==> src/rtl/data_sync_if.sv <==
// data_sync_if: bus-side signal bundle for the data_sync enable/bus synchronizer.
//   UNSYNC_BUS   - source-domain data word, stable while BUS_EN is high
//   BUS_EN       - source-domain level qualifier, asynchronous to CLK
//   SYNC_BUS     - destination-domain captured copy of UNSYNC_BUS
//   ENABLE_PULSE - one-CLK strobe marking a new SYNC_BUS value
// master: the source/observer side; slave: the synchronizer itself.
interface data_sync_if #(
   parameter int BUS_WIDTH = 8
);
   logic [BUS_WIDTH-1:0] UNSYNC_BUS;
   logic                 BUS_EN;
   logic [BUS_WIDTH-1:0] SYNC_BUS;
   logic                 ENABLE_PULSE;

   modport master (
      output UNSYNC_BUS,
      output BUS_EN,
      input  SYNC_BUS,
      input  ENABLE_PULSE
   );

   modport slave (
      input  UNSYNC_BUS,
      input  BUS_EN,
      output SYNC_BUS,
      output ENABLE_PULSE
   );
endinterface

==> src/rtl/data_sync.sv <==
// data_sync: moves a multi-bit bus into the CLK domain using only a synchronized
// enable. BUS_EN runs through a NUM_STAGES flop chain; a rising edge of the
// synchronized enable loads SYNC_BUS from UNSYNC_BUS and raises ENABLE_PULSE for
// one cycle. The bus itself never enters a synchronizer flop; the source holds it
// stable while BUS_EN is high, so it is settled by the time the capture happens.
// Ports:
//   CLK - destination clock, all state on rising edge
//   RST - asynchronous active-low reset, clears all state
//   bus - data_sync_if slave modport (UNSYNC_BUS, BUS_EN in; SYNC_BUS,
//         ENABLE_PULSE out)
module data_sync #(
   parameter int NUM_STAGES = 2,
   parameter int BUS_WIDTH  = 8
) (
   input  logic         CLK,
   input  logic         RST,
   data_sync_if.slave   bus
);

   logic [NUM_STAGES-1:0] sync_q, sync_d;
   logic                  en_prev_q, en_prev_d;
   logic [BUS_WIDTH-1:0]  sync_bus_q, sync_bus_d;
   logic                  enable_pulse_q, enable_pulse_d;
   logic                  en_sync;
   logic                  pulse_c;

   assign en_sync = sync_q[NUM_STAGES-1];
   // Rising edge of the synchronized enable; only this edge may capture the bus.
   assign pulse_c = en_sync & ~en_prev_q;

   always_comb begin
      sync_d         = {sync_q[NUM_STAGES-2:0], bus.BUS_EN};
      en_prev_d      = en_sync;
      sync_bus_d     = sync_bus_q;
      enable_pulse_d = pulse_c;
      if (pulse_c) begin
         sync_bus_d = bus.UNSYNC_BUS;
      end
   end

   always_ff @(posedge CLK or negedge RST) begin
      if (!RST) begin
         sync_q         <= '0;
         en_prev_q      <= 1'b0;
         sync_bus_q     <= '0;
         enable_pulse_q <= 1'b0;
      end else begin
         sync_q         <= sync_d;
         en_prev_q      <= en_prev_d;
         sync_bus_q     <= sync_bus_d;
         enable_pulse_q <= enable_pulse_d;
      end
   end

   assign bus.SYNC_BUS     = sync_bus_q;
   assign bus.ENABLE_PULSE = enable_pulse_q;

endmodule

==> src/flat_wrapper.sv <==
// flat-port wrapper written by rule: the top's interface ports become plain ports
module data_sync_flat 
#(
   parameter int NUM_STAGES = 2,
   parameter int BUS_WIDTH  = 8
)
  (CLK, RST, bus_UNSYNC_BUS, bus_BUS_EN, bus_SYNC_BUS, bus_ENABLE_PULSE);
  data_sync_if #(.BUS_WIDTH(BUS_WIDTH)) bus_i ();
  input  logic CLK;
  input  logic RST;
  input wire logic [$bits(bus_i.UNSYNC_BUS)-1:0] bus_UNSYNC_BUS;
  input wire logic [$bits(bus_i.BUS_EN)-1:0] bus_BUS_EN;
  output wire logic [$bits(bus_i.SYNC_BUS)-1:0] bus_SYNC_BUS;
  output wire logic [$bits(bus_i.ENABLE_PULSE)-1:0] bus_ENABLE_PULSE;
  assign bus_i.UNSYNC_BUS = bus_UNSYNC_BUS;
  assign bus_i.BUS_EN = bus_BUS_EN;
  assign bus_SYNC_BUS = bus_i.SYNC_BUS;
  assign bus_ENABLE_PULSE = bus_i.ENABLE_PULSE;
  data_sync #(.NUM_STAGES(NUM_STAGES), .BUS_WIDTH(BUS_WIDTH)) u_core (.CLK(CLK), .RST(RST), .bus(bus_i));
endmodule
==> config.mk <==
export PLATFORM = sky130hd
export DESIGN_NAME = data_sync_flat
export DESIGN_NICKNAME = d
export VERILOG_FILES = /design/src/rtl/data_sync_if.sv /design/src/rtl/data_sync.sv /design/src/flat_wrapper.sv
export SDC_FILE = /design/constraint.sdc
export NUM_CORES = 1
export LEC_CHECK = 0
export CAP_MARGIN = 20
export CORE_AREA = 3 3 40 42
export CTS_CLUSTER_SIZE = 16
export DETAILED_ROUTE_END_ITERATION = 7
export DIE_AREA = 0 0 43 45
export HOLD_SLACK_MARGIN = 0.05
export PLACE_DENSITY = 0.66
export RECOVER_POWER = 25
export SLEW_MARGIN = 30
export SYNTH_ARGS = -nofsm -noshare
export SYNTH_HDL_FRONTEND = slang
export SYNTH_SLANG_ARGS = --single-unit
==> constraint.sdc <==
create_clock -name CLK -period 2.4 [get_ports CLK]
set_clock_uncertainty 0.05 [all_clocks]
set_input_delay 0.24 -clock CLK [delete_from_list [all_inputs] [get_ports CLK]]
set_output_delay 0.24 -clock CLK [all_outputs]
set_load 0.005 [all_outputs]
### Word level (Yosys, flattened, before mapping)

Cells that the tools add are included.

| storage, ports and cells | value |
|---|---|
| flip-flop bits (word level) | 12 |
| output and inout bits | 9 |

| operators by class | value |
|---|---|
| bitwise gates (word level) | 2 |

Operator list:

| cell | number |
|---|---|
| $and A1 B1 Y1 | 1 |
| $not A1 Y1 | 1 |

### Depth between registers and ports, before layout

| depth | value |
|---|---|
| depth in word-level cells | 2 |
| depth in mapped cells | 3 |
| mapped depth without buffers | 2 |

### Least setup slack after synthesis

No wires, ideal clock.

| timing | value |
|---|---|
| path kind | flip-flop to flip-flop |
| from | register u_core.en_prev_q |
| to | register u_core.sync_bus_q[0], in the netlist u_core.bus.SYNC_BUS[0] |
| data required time | 2225 ps |
| data arrival time | 918 ps |
| slack | 1307 ps |
| cell stages (with the launch flop) | 4 |
| path buffers | 1 |
| period minus slack after synthesis | 1093 ps |
| cells stage by stage | dfrtp_1 > nor2b_4 > buf_12 > mux2_4 |

| between the ends | value |
|---|---|
| word-level cells in the longest chain between the ends | 2 |

Ends and longest elaborated chain:

| what | line | RTL |
|---|---|---|
| start: declaration | data_sync.sv:21 | `logic en_prev_q, en_prev_d;` |
| start signal: assignment | data_sync.sv:49 | `en_prev_q <= en_prev_d;` |
| $not A1 Y1 | data_sync.sv:29 | `assign pulse_c = en_sync & ~en_prev_q;` |
| $and A1 B1 Y1 | data_sync.sv:29 |  |
| net u_core.enable_pulse_d | data_sync.sv:23 | `logic enable_pulse_q, enable_pulse_d;` |
| end signal: assignment | data_sync.sv:50 | `sync_bus_q <= sync_bus_d;` |
| end: declaration | data_sync.sv:22 | `logic [BUS_WIDTH-1:0] sync_bus_q, sync_bus_d;` |

The timed path passes the listed nets, and every way through them passes these cells.
A chain may end at the register's enable or synchronous reset.

### Worst setup path in the final report

| timing | value |
|---|---|
| from | register u_core.sync_bus_q[5], in the netlist u_core.bus.SYNC_BUS[5] |
| to | output port bus_SYNC_BUS[5] |

RTL lines:

| what | line | RTL |
|---|---|---|
| end: declaration | flat_wrapper.sv:13 | `output wire logic [$bits(bus_i.SYNC_BUS)-1:0] bus_SYNC_BUS;` |

No word-level cell between the ends.

==> summary by stage <==
Run status
The flow ran to the end, and the final reports show no timing, DRC or antenna violations.

Yosys
The most repeated cell in the gate-level netlist after synthesis is dfrtp_1. The post-synthesis net count is 33. dfrtp_1 takes more of the synthesized area than any other cell. The cell count after synthesis is 22. In the synthesized netlist the dominant register cell turns out to be dfrtp_1. The cell area after synthesis is 454 sq um.

The number of warnings reported in the yosys synthesis log is 0. The proportion of synthesized flip-flops having asynchronous set or reset is 100%. Sorting the synthesized cells by area gives the leading types as dfrtp_1 (66%), mux2_4 (26%), buf_12 (4.4%). The count of flip-flops with a built-in enable after synthesis is 0. After synthesis, the most frequently instantiated cells are dfrtp_1 (12), mux2_4 (8), buf_12 (1), nor2b_4 (1). The mean cell area of the mapped netlist is 20.6 sq um. The area fraction of the dominant cell type after synthesis is 66.1%. The number of different library cells in the post-synthesis netlist is 4.

The post-synthesis sequential element count is 12. The part of the Yosys area used for sequential elements is 66.1%.

Worst setup path
Data arrives at the worst endpoint at 1130 ps. The critical path depth is 1. The critical path is of the reg2out type. The kind of start point of the critical path is a register. The slowest library cell on the worst path is clkdlybuf4s50_1. The largest single stage delay on the critical path is 510 ps. The signal on the critical path passes through clkdlybuf4s50_1.

Together, buffers and inverters on the worst path number 1. STA classifies the critical path endpoint as an output pin. On the critical path the largest part of the delay comes from buffers and inverters. The length in cells of the worst reg-to-reg path is 2. STA puts the critical path data required time at 2110 ps.

Along the worst path, the maximum fanout reaches 2.

Clock network
The number of instances resized during post-cts repair is 0. Clock-pin slew was measured on the worst setup and hold paths at 60 ps. The maximum clock path buffer count is 2. TritonCTS built the clock tree. The clock insertion delay at the later pin of the skew report is 260 ps. Counting the buffers created by CTS gives 3.

In this run, post-CTS hold repair placed 0 buffers. For this design, the sink count on the clock tree is 12. CTS built an H-tree with a depth of 1. The post-CTS setup buffer count is 0. The root buffer cell chosen for the clock tree is clkbuf_4.

Timing
The shortest clock period the worst path allows after layout is 1420 ps. The post-route clock period utilization is 59.0%. The fmax is 706 MHz. The post-route setup TNS is 0 ps. The worst pin sits at a relative slew slack of 64.5%. For the pin with the worst max-slew slack, the measured transition is 531 ps.

The number of hold violations in the final report is 0. Setup repair after global routing left no endpoint under its margin. The final count of pins violating max slew is 0. The total of endpoints with negative setup slack in the final report is 0.

Die
The die span in y is 45 microns. The area of the die is 1940 sq um. The number of I/O pins is 20. The core region is 1280 sq um. The horizontal die dimension is 43 microns. The number of standard-cell rows in the floorplan is 13. The starting density of the core is 35.3%.

Route
After detailed routing, the total wire length is 858 microns. The detailed-route via count is 254. The remaining antenna violation count is 0. The mean routed wirelength per cell is 14.8 microns. The count of unresolved DRC violations after routing is 0.

The number of violations reported at the end of detailed-routing iteration 0 is 2. The post-detailed-route via-to-cell ratio is 4.38. The number of detailed-routing iterations run before antenna repair is 2.

Placed design
After legalization and detailed placement, the total HPWL measured 639 microns. The count of port buffers added during placement is 19. The number of placed instances, taps included, is 55. The congestion estimate from routability-driven global placement came to 0.641.

GRT
For this run the aggregate overflow at the end of global routing stands at 0. The number of antenna violations at the first check in global routing was 0. The global routing usage summed across all routing layers is 10.6%.

The wire length of the first global-routing pass is 1400 microns. The largest net degree at the start of global routing is 13. The number of global-route vias before repair is 313.

Cells and area
The area taken by flip-flops and latches is 300 sq um. The finished layout holds 58 standard cells, fillers aside. 0 antenna diodes ended up in the layout.

The area overhead of the layout relative to synthesis is 46.6%. In the final layout, the multi-input gates occupy 134 sq um. The count of nets after finishing is 56. The post-route netlist has 27.9% of its cells at a drive strength greater than 1. After filler insertion, the fill cell instance count of the layout stands at 111.

Hold path
The tightest min-delay check is of the reg2reg type. Along the worst hold path, the cell count comes to 0.

Power
The standby leakage power is 0.000297 uW. The maximum vdd drop is 0.341 mV. The power per standard cell area is 680 nW/um^2.

Run
Max-cap violations in this run came to 0.
final timing paths:
kind	from	end	slack (ps)
max	u_core.bus.SYNC_BUS[5]	bus_SYNC_BUS[5]	980
min	u_core.sync_q[0]	u_core.sync_q[1]	300
max reg2reg	u_core.en_prev_q	u_core.bus.SYNC_BUS[7]	1160
min reg2reg	u_core.sync_q[0]	u_core.sync_q[1]	300
max in group asynchronous	RST	u_core.bus.SYNC_BUS[0]	1600
min in group asynchronous	RST	u_core.en_prev_q	350
cell usage in the layout, fill, tap and decap left out:
cell | netlist | routed
nor2b_4 | 1 | 1
clkbuf_4 | 0 | 3
clkdlybuf4s50_1 | 0 | 17
mux2_4 | 8 | 8
dlygate4sd3_1 | 0 | 2
dfrtp_1 | 12 | 12
power breakdown:
group / switching, uW / internal, uW / total, uW
logic: 25.7 / 76.3 / 102
clock network: 54.1 / 57.8 / 112
registers: 13.0 / 226 / 239
total: 92.8 / 360 / 452
kinds of logic (layout without fill, tap and decap cells):
group | after synthesis | in the layout | synth area share [%]
buffers and inverters | 1 | 22 | 4.41
flip-flops | 12 | 12 | 66.1
multiplexers | 8 | 8 | 26.4
AND/OR/NAND/NOR | 1 | 1 | 3.03
metrics by stage:
| stage | utilization, % | cell area (sq um) | hold slack (ps) | total power, uW | setup WS (ps) |
|---|---|---|---|---|---|
| 3_5_place_dp | 50.0 | 643 | 292 | 346 | 1160 |
| 6_report | 51.8 | 666 | 298 | 452 | 983 |
| 4_1_cts | 51.8 | 666 | 273 | 466 | 968 |
| 3_3_place_gp | 50.0 | 643 | 282 | 342 | 1220 |
| 2_1_floorplan | - | 454 | -106 | 282 | 1310 |
| 5_1_grt | 51.8 | 666 | 309 | 479 | 932 |
registers in the layout (all words and copies together), names as in the netlist:
name and flops:
u_core.bus.ENABLE_PULSE 1, u_core.bus.SYNC_BUS 8, u_core.sync_q 2, u_core.en_prev_q 1
cell type report:
class                      count  share of cell area (%)
tap                           15                    2.82
timing repair buffer          19                    28.6
clock buffer                   3                    3.38
sequential                    12                    45.1
multi-input combinational      9                    20.1
per-layer routing:
| metal | vias up | routed length (microns) | track usage, % |
|---|---|---|---|
| met1 | 120 | 370 | 14.0 |
| met5 | - | 0 | 0 |
| met2 | 17 | 400 | 15.0 |
| li1 | 117 | - | - |
| met3 | 0 | 87 | 3.19 |
| met4 | 0 | 0 | 7.23 |
No activity file was read; power rests on OpenSTA's default activity.
